File: src/rtl/dot_accum_seq_if.sv
// rtl/dot_accum_seq_if.sv - product-in / result-out handshake bundle for dot_accum_seq
//
// Purpose : groups the beat input stream and the result output stream.
// Signals : in_valid/in_data/in_ready   - one signed Q1.1.14 product per beat
//           out_valid/out_ready         - result handshake
//           out_data/out_sat            - saturated Q1.1.14 result and clamp flag
// Modports: slave  - the accumulator (consumes beats, produces results)
//           master - the surrounding logic (produces beats, consumes results)
interface dot_accum_seq_if;
    logic               in_valid;
    logic signed [15:0] in_data;
    logic               in_ready;
    logic               out_valid;
    logic               out_ready;
    logic signed [15:0] out_data;
    logic               out_sat;

    modport slave (
        input  in_valid,
        input  in_data,
        output in_ready,
        output out_valid,
        input  out_ready,
        output out_data,
        output out_sat
    );

    modport master (
        output in_valid,
        output in_data,
        input  in_ready,
        input  out_valid,
        output out_ready,
        input  out_data,
        input  out_sat
    );
endinterface

File: src/rtl/dot_accum_seq.sv
// rtl/dot_accum_seq.sv - N_TERMS-beat signed dot-product accumulator with 16-bit saturating output
//
// Purpose : sums N_TERMS rescaled Q1.1.14 products in an ACC_W-bit accumulator,
//           clamps the sum to 16 bits and holds the result until it is taken.
// Macro   : DOT_ACCUM_RELU_EN - when defined, negative saturated results are
//           replaced by 0 (out_sat still reflects the clamp before ReLU).
// Ports   : clk        - clock, all state on rising edge
//           rst        - asynchronous active-high reset
//           i_clr      - synchronous abort, discards the partial sum
//           bus        - dot_accum_seq_if.slave (beat input, result output)
//           o_term_cnt - beats accepted for the current result
module dot_accum_seq #(
    parameter int N_TERMS = 784,
    parameter int ACC_W   = 32,
    parameter int CNT_W   = 10
) (
    input  logic             clk,
    input  logic             rst,
    input  logic             i_clr,
    dot_accum_seq_if.slave   bus,
    output logic [CNT_W-1:0] o_term_cnt
);

    typedef enum logic [1:0] {
        S_IDLE  = 2'd0,
        S_ACCUM = 2'd1,
        S_HOLD  = 2'd2
    } state_t;

    localparam logic signed [ACC_W-1:0] SAT_MAX = ACC_W'(32767);
    localparam logic signed [ACC_W-1:0] SAT_MIN = ACC_W'(-32768);

    state_t                    r_state;
    logic signed [ACC_W-1:0]   r_acc;
    logic        [CNT_W-1:0]   r_cnt;
    logic                      r_out_valid;
    logic signed [15:0]        r_out_data;
    logic                      r_out_sat;

    state_t                    w_state_nxt;
    logic signed [ACC_W-1:0]   w_acc_nxt;
    logic        [CNT_W-1:0]   w_cnt_nxt;
    logic                      w_valid_nxt;
    logic signed [15:0]        w_data_nxt;
    logic                      w_sat_nxt;

    logic                      w_in_ready;
    logic                      w_beat;
    logic signed [ACC_W-1:0]   w_in_ext;
    logic signed [ACC_W-1:0]   w_base;
    logic signed [ACC_W-1:0]   w_sum;
    logic        [CNT_W-1:0]   w_cnt_inc;
    logic                      w_last;
    logic signed [15:0]        w_clamp;
    logic                      w_clamped;
    logic signed [15:0]        w_result;

    // in_ready depends only on state so out_ready never reaches it combinationally.
    assign w_in_ready = (r_state != S_HOLD);
    assign w_beat     = bus.in_valid && w_in_ready;
    assign w_in_ext   = {{(ACC_W-16){bus.in_data[15]}}, bus.in_data};

    // The first beat of a vector starts from zero rather than trusting r_acc.
    assign w_base     = (r_state == S_IDLE) ? '0 : r_acc;
    assign w_sum      = w_base + w_in_ext;
    assign w_cnt_inc  = (r_state == S_IDLE) ? CNT_W'(1) : r_cnt + CNT_W'(1);
    assign w_last     = (w_cnt_inc == CNT_W'(N_TERMS));

    // Narrowing to 16 bits is the only place the value can be clamped.
    always_comb begin
        w_clamp   = w_sum[15:0];
        w_clamped = 1'b0;
        if (w_sum > SAT_MAX) begin
            w_clamp   = 16'sh7FFF;
            w_clamped = 1'b1;
        end else if (w_sum < SAT_MIN) begin
            w_clamp   = 16'sh8000;
            w_clamped = 1'b1;
        end
    end

`ifdef DOT_ACCUM_RELU_EN
    assign w_result = w_clamp[15] ? 16'sd0 : w_clamp;
`else
    assign w_result = w_clamp;
`endif

    always_comb begin
        w_state_nxt = r_state;
        w_acc_nxt   = r_acc;
        w_cnt_nxt   = r_cnt;
        w_valid_nxt = r_out_valid;
        w_data_nxt  = r_out_data;
        w_sat_nxt   = r_out_sat;

        // clr beats both a simultaneous beat and a simultaneous result handshake;
        // out_data is deliberately left holding the last result.
        if (i_clr) begin
            w_state_nxt = S_IDLE;
            w_acc_nxt   = '0;
            w_cnt_nxt   = '0;
            w_valid_nxt = 1'b0;
            w_sat_nxt   = 1'b0;
        end else begin
            case (r_state)
                S_IDLE, S_ACCUM: begin
                    if (w_beat) begin
                        w_acc_nxt = w_sum;
                        w_cnt_nxt = w_cnt_inc;
                        if (w_last) begin
                            w_state_nxt = S_HOLD;
                            w_valid_nxt = 1'b1;
                            w_data_nxt  = w_result;
                            w_sat_nxt   = w_clamped;
                        end else begin
                            w_state_nxt = S_ACCUM;
                        end
                    end
                end
                S_HOLD: begin
                    if (r_out_valid && bus.out_ready) begin
                        w_state_nxt = S_IDLE;
                        w_acc_nxt   = '0;
                        w_cnt_nxt   = '0;
                        w_valid_nxt = 1'b0;
                    end
                end
                default: begin
                    w_state_nxt = S_IDLE;
                    w_acc_nxt   = '0;
                    w_cnt_nxt   = '0;
                    w_valid_nxt = 1'b0;
                end
            endcase
        end
    end

    always_ff @(posedge clk or posedge rst) begin
        if (rst) begin
            r_state     <= S_IDLE;
            r_acc       <= '0;
            r_cnt       <= '0;
            r_out_valid <= 1'b0;
            r_out_data  <= '0;
            r_out_sat   <= 1'b0;
        end else begin
            r_state     <= w_state_nxt;
            r_acc       <= w_acc_nxt;
            r_cnt       <= w_cnt_nxt;
            r_out_valid <= w_valid_nxt;
            r_out_data  <= w_data_nxt;
            r_out_sat   <= w_sat_nxt;
        end
    end

    assign bus.in_ready  = w_in_ready;
    assign bus.out_valid = r_out_valid;
    assign bus.out_data  = r_out_data;
    assign bus.out_sat   = r_out_sat;
    assign o_term_cnt    = r_cnt;

endmodule

File: src/flat_wrapper.sv
// flat-port wrapper written by rule: the top's interface ports become plain ports
module dot_accum_seq_flat 
#(
    parameter int N_TERMS = 784,
    parameter int ACC_W   = 32,
    parameter int CNT_W   = 10
)
  (clk, rst, i_clr, o_term_cnt, bus_in_valid, bus_in_data, bus_in_ready, bus_out_valid, bus_out_ready, bus_out_data, bus_out_sat);
  dot_accum_seq_if bus_i ();
  input  logic clk;
  input  logic rst;
  input  logic i_clr;
  output logic [CNT_W-1:0] o_term_cnt;
  input wire logic [$bits(bus_i.in_valid)-1:0] bus_in_valid;
  input wire logic [$bits(bus_i.in_data)-1:0] bus_in_data;
  output wire logic [$bits(bus_i.in_ready)-1:0] bus_in_ready;
  output wire logic [$bits(bus_i.out_valid)-1:0] bus_out_valid;
  input wire logic [$bits(bus_i.out_ready)-1:0] bus_out_ready;
  output wire logic [$bits(bus_i.out_data)-1:0] bus_out_data;
  output wire logic [$bits(bus_i.out_sat)-1:0] bus_out_sat;
  assign bus_i.in_valid = bus_in_valid;
  assign bus_i.in_data = bus_in_data;
  assign bus_in_ready = bus_i.in_ready;
  assign bus_out_valid = bus_i.out_valid;
  assign bus_i.out_ready = bus_out_ready;
  assign bus_out_data = bus_i.out_data;
  assign bus_out_sat = bus_i.out_sat;
  dot_accum_seq #(.N_TERMS(N_TERMS), .ACC_W(ACC_W), .CNT_W(CNT_W)) u_core (.clk(clk), .rst(rst), .i_clr(i_clr), .bus(bus_i), .o_term_cnt(o_term_cnt));
endmodule
File: config.mk
export PLATFORM = sky130hd
export DESIGN_NAME = dot_accum_seq_flat
export DESIGN_NICKNAME = d
export VERILOG_FILES = /design/src/rtl/dot_accum_seq_if.sv /design/src/rtl/dot_accum_seq.sv /design/src/flat_wrapper.sv
export SDC_FILE = /design/constraint.sdc
export NUM_CORES = 1
export LEC_CHECK = 0
export ABC_AREA = 1
export ABC_CLOCK_PERIOD_IN_PS = 3750
export CAP_MARGIN = 15
export CORE_UTILIZATION = 59
export DETAILED_ROUTE_END_ITERATION = 6
export GPL_ROUTABILITY_DRIVEN = 1
export PLACE_DENSITY = 0.83
export SLEW_MARGIN = 10
export SYNTH_ARGS = -nofsm -noshare
export SYNTH_HDL_FRONTEND = slang
export SYNTH_SLANG_ARGS = --single-unit
File: constraint.sdc
create_clock -name clk -period 3.75 [get_ports clk]
set_input_delay 0.375 -clock clk [delete_from_list [all_inputs] [get_ports clk]]
set_output_delay 0.375 -clock clk [all_outputs]
set_load 0.05 [all_outputs]
Word-level counts from Yosys, hierarchy flattened
Cells that the tools add are included.
Operators by class
  add/subtract/negate cells: 2
  multipliers: 0
  divide/modulo/power cells: 0
  order comparisons: 2
  equal/unequal tests: 7
  shift operators: 0
  muxes and demuxes: 28
  bitwise gates (word level): 1
  reductions and logical operators: 11
Operators with widths (count)
  $mux 32: 4
  $pmux 32 s2: 1
  $mux 10: 4
  $add 32x16->32: 1
  $gt 32x16->1 const B: 1
  $lt 32x16->1 const B: 1
  $mux 16: 2
  $pmux 10 s2: 1
  $add 10x1->10 const B: 1
  $eq 10x10->1 const B: 1
  $mux 1: 10
  $ne 3x2->1 const B: 3
  $mux 2: 4
  $reduce_and 3->1: 2
  $reduce_bool 2->1: 3
  $pmux 2 s2: 1
  $reduce_and 4->1: 1
  $eq 2x1->1 const B: 1
  $eq 2x2->1 const B: 1
  $logic_and 1x1->1: 2
  $logic_not 2->1: 1
  $ne 2x2->1 const B: 1
  $pmux 1 s2: 1
  $reduce_and 2->1: 1
  other kinds (2): 2
Storage, ports and cells
  flip-flop bits (word level): 62
  latch bits: 0
  RAM bits: 0
  bits in read-only memories: 0
  bits of input ports: 21
  word-level logic and storage cells: 57
  memories: 0

Depth between registers and ports, before layout
Gate-level depths: netlist of the first run.
  depth after elaboration: 10
  depth in mapped cells: 25

Least setup slack after synthesis of the first run
No wires, ideal clock.
  kind: reg2reg
  start point: reg u_core.r_state[1]
  end point: reg u_core.r_out_data[10], in the netlist u_core.bus.out_data[10]
  data arrival time: 2.912 ns
  data required time: 3.631 ns
  path slack: 0.719 ns
  cell stages (with the launch flop): 21
  path buffers: 2
  cell sequence: dfrtp_1 > nor2_2 > clkbuf_1 > nor2_1 > ha_1 > fa_1 > nand3_1 > nand3_2 > nand2_1 > nand2_1 > nand2_1 > nand2_2 > nand2_1 > nand3_1 > nand2_2 > nand2_1 > nor2_1 > nand3_2 > a21oi_4 > buf_8 > a21oi_2
On the way
  longest elaborated chain between the ends: 6
  elaborated cells between the ends (all ways): 14
  those cells by class: 1 x add/sub; 2 x order compare; 3 x eq/ne; 4 x mux; 4 x reduce/logical
Ends and longest elaborated chain
  from (decl): RTL line dot_accum_seq.sv:33  | state_t r_state;
  from (signal assigned): RTL line dot_accum_seq.sv:147  | r_state <= w_state_nxt;
  $logic_not 2->1: RTL line dot_accum_seq.sv:64, dot_accum_seq.sv:66, dot_accum_seq.sv:105
  $mux 32: RTL line dot_accum_seq.sv:64  | assign w_base = (r_state == S_IDLE) ? '0 : r_acc;
  $add 32x16->32: RTL line dot_accum_seq.sv:65  | assign w_sum = w_base + w_in_ext;
  $lt 32x16->1: RTL line dot_accum_seq.sv:76  | end else if (w_sum < SAT_MIN) begin
  $mux 16: RTL line dot_accum_seq.sv:76
  $mux 16: RTL line dot_accum_seq.sv:73  | if (w_sum > SAT_MAX) begin
  to (signal assigned): RTL line dot_accum_seq.sv:151  | r_out_data <= w_data_nxt;
  to (decl): RTL line dot_accum_seq.sv:37  | logic signed [15:0] r_out_data;
Several ways; a longest one is shown, not always the timed one.
A chain may end at the register's enable or synchronous reset.

Final worst setup path of the first run
  start point: reg u_core.r_state[1]
  end point: reg u_core.r_out_data[8], in the netlist u_core.bus.out_data[8]
Same word-level chain as after synthesis.

==> summary.txt, run 1 <==
Timing
  • Setup ws final: around 0.5 ns
  • Slew at the pin closest to its max-slew limit: roughly 0.73 ns
  • Accumulated negative setup slack: 0 ns
  • Final count of pins violating max slew: 0
  • Relative slew slack: 51.1%
  • Final hold slack: about 0.27 ns
  • Final worst path period share: 86.6%
  • Number of endpoints with negative hold slack in the final report: 0
  • Maximum clock skew at final layout: 0.0145 ns
  • Fmax: about 310 MHz
  • Number of failing setup endpoints in the final timing report: 0
  • Setup repair after global routing missed its margin: no
  • Post-layout minimum cycle time: about 3.2 ns

Drt
  • DRC violation count after routing: 0
  • Average routed wire per standard cell: 13.4 um
  • Via density per instance: 5.16
  • Violation count after the first detailed-routing iteration: 396
  • Routed wire length: 14500 um
  • Router iterations before antenna repair: 7
  • Remaining antenna violation count: 0
  • Via count: 5572

Worst setup path
  • Launch instance of the worst register-to-register path: u_core.r_state[1]$_DFFE_PP0P_
  • Kind of end point of the critical path: flip-flop
  • WS Path Type: reg2reg
  • Crit path top cell by count: sky130_fd_sc_hd__nand2_1
  • Master of the slowest instance on the critical path: sky130_fd_sc_hd__dfrtp_1
  • Required time of the critical path: 4.03 ns
  • Worst R2R End: u_core.bus.out_data[8]$_DFFE_PP0P_
  • Crit path cell chain: nor2_2, buf_4, nor2_1, ha_1, nand2_1, inv_2, nand2_2, nor3_2, and2_1, nand2_1, nand3_1, nand2_1, nor2_1, nand2_1, nor2_2, nand2_1, nand2_4, nand2_1, a21oi_2
  • Nature of the critical path startpoint: flip-flop
  • Critical Path AT: 3.53 ns
  • R2R Setup Slk: around 0.5 ns
  • Delay of the slowest critical-path stage: 0.45 ns
  • CP max FO: 17
  • Worst Reg2Reg Path Length in Cells: 19

Power
  • Switching share of total power: about two fifths
  • Clock network fraction of total power: about 29%
  • Internal power: 1.43 mW
  • Reported leakage power: between 3 and 4 nW
  • Switch Pwr: about 0.98 mW
  • Total Power: approximately 2.4 mW
  • Combinational power share: around 40%
  • Worst vdd rail ir drop: ~0.00022 V
  • Reg power frac: a little under a third
  • Power per standard cell area: about 370 mW/mm^2

Die
  • CORE AREA: approximately 0.0092 mm^2
  • Horizontal die dimension: roughly 100 um
  • Top-Level Pins: 50
  • Die height: ~100 um
  • Floorplan die area: roughly 0.010 mm^2
  • Standard-cell row count: 35
  • Initial standard-cell utilization of the core: around 61%

Placement
  • Worst Setup Slack post-DPL: roughly 0.44 ns
  • Global placement routability congestion: 0.954
  • Placed cells: roughly 1100
  • IO Port Bufs: between 40 and 50
  • Post-DP HPWL: roughly 11000 um

Min path
  • Worst hold path type: in2async

Yosys
  • Synth top area share: between 20% and 30%
  • Avg Synthesized Cell Area: about 6.3 um^2
  • Net count after synthesis: about 950
  • Number of enable flip-flop cells after synthesis: 0
  • Count of cell types in the netlist: 39
  • Seq cells post-synth: 62
  • Count of synthesis-stage warnings from yosys: 0
  • Primary FF master, synth: sky130_fd_sc_hd__dfrtp_1
  • Largest area contributor in the netlist: sky130_fd_sc_hd__dfrtp_1
  • Share of the yosys chip area belonging to registers: 27.4%
  • Mapped Cells: just under 900
  • Post-synth design cell area: about 0.0057 mm^2
  • Cell types occupying the most area after synthesis: sky130_fd_sc_hd__dfrtp_1 27%, sky130_fd_sc_hd__nand2_1 19%, sky130_fd_sc_hd__inv_1 11%
  • Share of flip-flops with an asynchronous set or reset: between 90% and 100%

Outcome
  • Run status: complete, no violations

Finish
  • Flip-flop and latch area: 0.00155 mm^2
  • Number of non-filler instances in the completed layout: 1080
  • Combined area of the multi-input logic cells: approximately 0.0033 mm^2
  • Antenna diode count: 0
  • Number of nets in the layout: 1000
  • Fraction of final layout cells with drive strength greater than 1: between 10% and 20%
  • Highest-count cells in the layout ignoring fill and taps: 281 x sky130_fd_sc_hd__nand2_1, 166 x sky130_fd_sc_hd__inv_1, 81 x sky130_fd_sc_hd__nor2_1
  • Area Growth Syn to Fin: 15.6%
  • Filler Cells Inserted: around 820
  • Commonest non-fill, non-tap cell in the layout: sky130_fd_sc_hd__nand2_1

Global route
  • First-pass GRT wire length: between 20000 and 25000 um
  • Number of antenna violations at the first check in global routing: 0
  • Remaining global-route overflow: 0
  • Global-route usage over all layers: 31.3%
  • Largest net degree at the start of global routing: 52
  • Vias in the first global route: between 5000 and 6000

Clock tree
  • Maximum count of clock buffers along a single path: 2
  • TritonCTS buffer count: 9
  • Root Buffer: sky130_fd_sc_hd__clkbuf_8
  • Clock tree from TritonCTS: done
  • Source-to-sink clock delay at the later pin of the worst-skew pair: about 0.35 ns
  • Quantity of gates resized following cts: 0
  • H-tree lvl count: 3
  • Clock slew at the register clock pins of the worst setup and hold paths: about 0.090 ns
  • Hold buffer count at cts: 0
  • Post-CTS setup buffers: 0
  • Sink count of the clock tree: 62

Run
  • Number of max-capacitance violations reported: 0
[power groups by stage]
stage	combinational (mW)	clock (mW)	sequential (mW)
final	0.963	0.700	0.751
after floorplan	0.709	0	0.767
after global placement	0.926	0	0.761
after global routing	1.08	0.736	0.757
after CTS	0.946	0.707	0.751
after detailed placement	0.940	0	0.764
[critical path: cells and delay by family (launching register included)]
family	cells	cell delay, ns
compound gates	1	0.16
fa+ha+maj	1	0.40
buf+inv	2	0.35
flops	1	0.45
simple gates	15	1.82
[layer usage]
layer | up-vias | part of all wire (%) | track usage, % | wire length (um)
li1 | 2844 | - | - | -
met1 | 2519 | 47 | 43.2 | 6730
met2 | 188 | 46 | 52.0 | 6630
met3 | 21 | 5.7 | 3.34 | 818
met4 | 0 | 1.9 | 9.05 | 281
met5 | - | 0 | 0 | 0
[state kept, by name, indices dropped and copies added, names as in the netlist]
signal	flops
u_core.bus.out_data	16
u_core.r_acc	32
u_core.o_term_cnt	10
u_core.bus.out_sat	1
u_core.bus.out_valid	1
u_core.r_state	2
[layout make-up]
class,count,area share (%)
Timing Repair Buffer,57,9.00
Clock inverter,6,1.42
Tap cell,129,2.47
Sequential cell,62,23.7
Inverter,184,10.6
Multi-Input combinational cell,632,50.7
Clock buffer,10,2.11
[metrics by stage]
step                      cell area [um^2]  util (%)
after floorplan                       5650         -
after global placement                6280      68.0
after detailed placement              6280      68.0
after CTS                             6520      70.5
after global routing                  6540      70.7
final                                 6540      70.7
[kinds of logic (layout without fill, tap and decap cells)]
logic type,after synthesis,count (layout),share of synthesized area (%)
flip-flops,62,62,27.4
AO/OA/AOI/OAI,89,89,9.76
AND/OR/NAND/NOR,495,495,38.9
adder cells (fa/ha/maj),33,33,7.44
buffers and inverters,199,257,14.0
XOR/XNOR,15,15,2.46
[worst max path at each step]
stage                                   from                                   to  slack [ns]  cells after the start
5_1_grt        u_core.r_state[1]$_DFFE_PP0P_  u_core.bus.out_data[12]$_DFFE_PP0P_        0.15                     19
2_1_floorplan  u_core.r_state[1]$_DFFE_PP0P_  u_core.bus.out_data[10]$_DFFE_PP0P_        0.72                     20
6_report       u_core.r_state[1]$_DFFE_PP0P_   u_core.bus.out_data[8]$_DFFE_PP0P_        0.50                     19
3_5_place_dp                  bus_in_data[0]   u_core.bus.out_data[8]$_DFFE_PP0P_        0.44                     20
3_3_place_gp                 bus_in_data[15]  u_core.bus.out_data[13]$_DFFE_PP0P_        0.51                     18
4_1_cts        u_core.r_state[1]$_DFFE_PP0P_   u_core.bus.out_data[8]$_DFFE_PP0P_        0.52                     19
[cells in the mapped netlist (2+ instances only)]
master	instances
sky130_fd_sc_hd__nand2_1	281
sky130_fd_sc_hd__inv_1	167
sky130_fd_sc_hd__nor2_1	81
sky130_fd_sc_hd__dfrtp_1	62
sky130_fd_sc_hd__nand3_1	42
sky130_fd_sc_hd__ha_1	32
sky130_fd_sc_hd__nand2_2	28
sky130_fd_sc_hd__o21ai_0	25
sky130_fd_sc_hd__o22ai_1	20
sky130_fd_sc_hd__a21oi_1	19
sky130_fd_sc_hd__inv_2	17
sky130_fd_sc_hd__nor2_2	14
sky130_fd_sc_hd__xor2_1	14
sky130_fd_sc_hd__a21oi_2	13
sky130_fd_sc_hd__clkbuf_1	11
sky130_fd_sc_hd__nand4_1	11
sky130_fd_sc_hd__or2_2	9
sky130_fd_sc_hd__nand3_2	6
sky130_fd_sc_hd__or2_1	5
sky130_fd_sc_hd__nor3_2	4
sky130_fd_sc_hd__o21ai_1	4
sky130_fd_sc_hd__and2_1	3
sky130_fd_sc_hd__nor3_1	3
sky130_fd_sc_hd__a22o_1	2
sky130_fd_sc_hd__buf_6	2
sky130_fd_sc_hd__nand3b_1	2
sky130_fd_sc_hd__nand4_2	2
sky130_fd_sc_hd__nor2_4	2
sky130_fd_sc_hd__o21bai_1	2
No activity file was read; power rests on OpenSTA's default activity.
==> run 2: changes to the inputs <==
TNS_END_PERCENT = 20   (was default)
==> results of run 2 <==
No change in the layout: final DEF, timing and power equal those of run 1.
==> run 3: changes to the inputs <==
CORE_MARGIN = 1.5   (was default)
==> summary.txt, run 3 (synthesis results as in run 1) <==
Timing
  • Number of endpoints with negative hold slack in the final report: 0 (unchanged)
  • Accumulated negative setup slack: 0 ns (unchanged)
  • Slew at the pin closest to its max-slew limit: 0.805 ns (+0.0729 ns)
  • Post-layout minimum cycle time: 3.28 ns (+0.0325 ns)
  • Final worst path period share: 87.5% (+0.87 points)
  • Number of failing setup endpoints in the final timing report: 0 (unchanged)
  • Setup ws final: 0.470 ns (-0.0325 ns)
  • Relative slew slack: 46.2% (-4.9 points)
  • Final hold slack: 0.492 ns (+0.225 ns)
  • Final count of pins violating max slew: 0 (unchanged)
  • Setup repair after global routing missed its margin: no
  • Maximum clock skew at final layout: 0.0101 ns (-0.00439 ns)
  • Fmax: 305 MHz (-0.99%)

Clock tree
  • H-tree lvl count: 3 (unchanged)
  • Clock tree from TritonCTS: done
  • Clock slew at the register clock pins of the worst setup and hold paths: 0.07 ns (-0.02 ns)
  • Post-CTS setup buffers: 0 (unchanged)
  • Hold buffer count at cts: 0 (unchanged)
  • TritonCTS buffer count: 9 (unchanged)
  • Root Buffer: sky130_fd_sc_hd__clkbuf_8
  • Sink count of the clock tree: 62 (unchanged)
  • Source-to-sink clock delay at the later pin of the worst-skew pair: 0.34 ns (about the same)
  • Quantity of gates resized following cts: 0 (unchanged)
  • Maximum count of clock buffers along a single path: 2 (unchanged)

Placement
  • IO Port Bufs: 49 (unchanged)
  • Placed cells: 1064 (+0.094%)
  • Post-DP HPWL: 11400 um (-0.62%)
  • Worst Setup Slack post-DPL: 0.474 ns (+0.0301 ns)
  • Area after DPL: 0.00628 mm^2 (about the same)
  • Global placement routability congestion: 0.982 (+2.9%)

Finish
  • Flip-flop and latch area: 0.00155 mm^2 (unchanged)
  • Number of nets in the layout: 1000 (unchanged)
  • Final design area excluding fillers: 0.00651 mm^2 (-0.38%)
  • Antenna diode count: 0 (unchanged)
  • Commonest non-fill, non-tap cell in the layout: sky130_fd_sc_hd__nand2_1
  • Combined area of the multi-input logic cells: 0.00331 mm^2 (unchanged)
  • Highest-count cells in the layout ignoring fill and taps: 281 x sky130_fd_sc_hd__nand2_1, 166 x sky130_fd_sc_hd__inv_1, 81 x sky130_fd_sc_hd__nor2_1
  • Largest reg by FF count: u_core.r_acc
  • Number of flip-flops under the largest register name: 32 (unchanged)
  • Number of non-filler instances in the completed layout: 1080 (unchanged)
  • Filler Cells Inserted: 861 (+5.5%)
  • Area Growth Syn to Fin: 15.1%
  • Fraction of final layout cells with drive strength greater than 1: 12.9% (unchanged)

Worst setup path
  • Required time of the critical path: 4.01 ns (-0.02 ns)
  • Launch instance of the worst register-to-register path: u_core.r_state[1]$_DFFE_PP0P_
  • Critical Path AT: 3.54 ns (about the same)
  • Worst Reg2Reg Path Length in Cells: 20 (+1)
  • R2R Setup Slk: 0.47 ns (-0.03 ns)
  • Worst R2R End: u_core.bus.out_data[14]$_DFFE_PP0P_
  • Kind of end point of the critical path: flip-flop
  • Worst Setup SP: u_core.r_state[1]$_DFFE_PP0P_
  • WS Path Type: reg2reg
  • Nature of the critical path startpoint: flip-flop
  • Capture point of the critical path: u_core.bus.out_data[14]$_DFFE_PP0P_
  • CP max FO: 17 (unchanged)

Die
  • Die height: 101 um (+1.0%)
  • Floorplan die area: 0.0102 mm^2 (+2.0%)
  • Initial standard-cell utilization of the core: 60.9% (-0.29 points)
  • Horizontal die dimension: 101 um (+1.0%)
  • Top-Level Pins: 50 (unchanged)
  • Standard-cell row count: 35 (unchanged)
  • CORE AREA: 0.00928 mm^2 (+0.47%)

Drt
  • Average routed wire per standard cell: 13.2 um (-1.5%)
  • Via count: 5563 (-0.16%)
  • Router iterations before antenna repair: 5 (-2)
  • DRC violation count after routing: 0 (unchanged)
  • Violation count after the first detailed-routing iteration: 324 (-18%)
  • Routed wire length: 14200 um (-1.5%)
  • Via density per instance: 5.15 (-0.16%)
  • Remaining antenna violation count: 0 (unchanged)

Global route
  • Number of antenna violations at the first check in global routing: 0 (unchanged)
  • Vias in the first global route: 5136 (-3.6%)
  • Largest net degree at the start of global routing: 41 (-21%)
  • Remaining global-route overflow: 0 (unchanged)
  • First-pass GRT wire length: 23900 um (-2.7%)
  • Global-route usage over all layers: 29.7% (-1.6 points)

Power
  • Reg power frac: 31.3% (+0.2 points)
  • Power per standard cell area: 368 mW/mm^2 (-0.34%)
  • Combinational power share: 39.9% (about the same)
  • Switching share of total power: 40.5% (-0.29 points)
  • Switch Pwr: 0.970 mW (-1.4%)
  • Reported leakage power: 3.58 nW (-0.26%)
  • Worst vdd rail ir drop: 0.000201 V (-7.9%)
  • Internal power: 1.43 mW (-0.23%)
  • Clock network fraction of total power: 28.7% (-0.3 points)

Outcome
  • Run status: complete, no violations

Min path
  • Worst hold path type: reg2reg

Run
  • Number of max-capacitance violations reported: 0 (unchanged)
## run 3: worst min path at each step
stage,endpoint,slack [ns],cells past startpoint,from
finish,u_core.bus.out_data[15]$_DFFE_PP0P_,0.49,2,u_core.bus.out_data[15]$_DFFE_PP0P_
global route,u_core.bus.out_data[15]$_DFFE_PP0P_,0.52,2,u_core.bus.out_data[15]$_DFFE_PP0P_
CTS,u_core.r_acc[31]$_DFFE_PP0P_,0.50,2,u_core.r_acc[31]$_DFFE_PP0P_
detailed placement,u_core.bus.out_data[15]$_DFFE_PP0P_,0.48,2,u_core.bus.out_data[15]$_DFFE_PP0P_
global placement,u_core.bus.out_data[1]$_DFFE_PP0P_,0.47,2,u_core.bus.out_data[1]$_DFFE_PP0P_
floorplan,u_core.r_acc[31]$_DFFE_PP0P_,0.45,2,u_core.r_acc[31]$_DFFE_PP0P_
## run 3: layout make-up
class | count | share of cell area [%]
Multi-Input combinational cell | 632 | 50.9
Sequential cell | 62 | 23.8
Inverter | 184 | 10.6
Timing Repair Buffer | 57 | 8.65
Tap cell | 129 | 2.48
Clock buffer | 10 | 2.11
Clock inverter | 6 | 1.42
## run 3: per-layer routing
metal,vias up,wire length (um),GRT usage [%]
li1,2857,-,-
met1,2510,6830,42.2
met2,169,6400,47.9
met3,27,729,3.05
met4,0,284,8.76
met5,-,0,0
## run 3: critical path, stage by stage (launching register included)
cell,delay [ns]
sky130_fd_sc_hd__dfrtp_1,0.44
sky130_fd_sc_hd__nor2_2,0.19
sky130_fd_sc_hd__buf_4,0.27
sky130_fd_sc_hd__nor2_1,0.10
sky130_fd_sc_hd__ha_1,0.39
sky130_fd_sc_hd__nand2_2,0.10
sky130_fd_sc_hd__nor2_2,0.14
sky130_fd_sc_hd__inv_2,0.05
sky130_fd_sc_hd__nor2_2,0.16
sky130_fd_sc_hd__nand3_1,0.15
sky130_fd_sc_hd__nand3_1,0.12
sky130_fd_sc_hd__nand2_1,0.05
sky130_fd_sc_hd__nand2_1,0.13
sky130_fd_sc_hd__inv_2,0.06
sky130_fd_sc_hd__nor2_1,0.12
sky130_fd_sc_hd__nand2_1,0.07
sky130_fd_sc_hd__nor2_1,0.08
sky130_fd_sc_hd__nand2_1,0.09
sky130_fd_sc_hd__nand2_4,0.20
sky130_fd_sc_hd__nand2_1,0.12
sky130_fd_sc_hd__a21oi_1,0.15
## run 3: power by group through the flow
stage | Combinational [mW] | Sequential, mW | Clock [mW]
2_1_floorplan | 0.709 | 0.767 | 0
3_3_place_gp | 0.924 | 0.761 | 0
3_5_place_dp | 0.935 | 0.764 | 0
4_1_cts | 0.940 | 0.751 | 0.698
5_1_grt | 1.07 | 0.758 | 0.728
6_report | 0.957 | 0.751 | 0.688
## run 3: metrics by stage
| step | total power [mW] | utilization, % |
|---|---|---|
| 2_1_floorplan | 1.48 | - |
| 3_3_place_gp | 1.68 | 67.6 |
| 3_5_place_dp | 1.70 | 67.6 |
| 4_1_cts | 2.39 | 70.1 |
| 5_1_grt | 2.55 | 70.1 |
| 6_report | 2.40 | 70.1 |
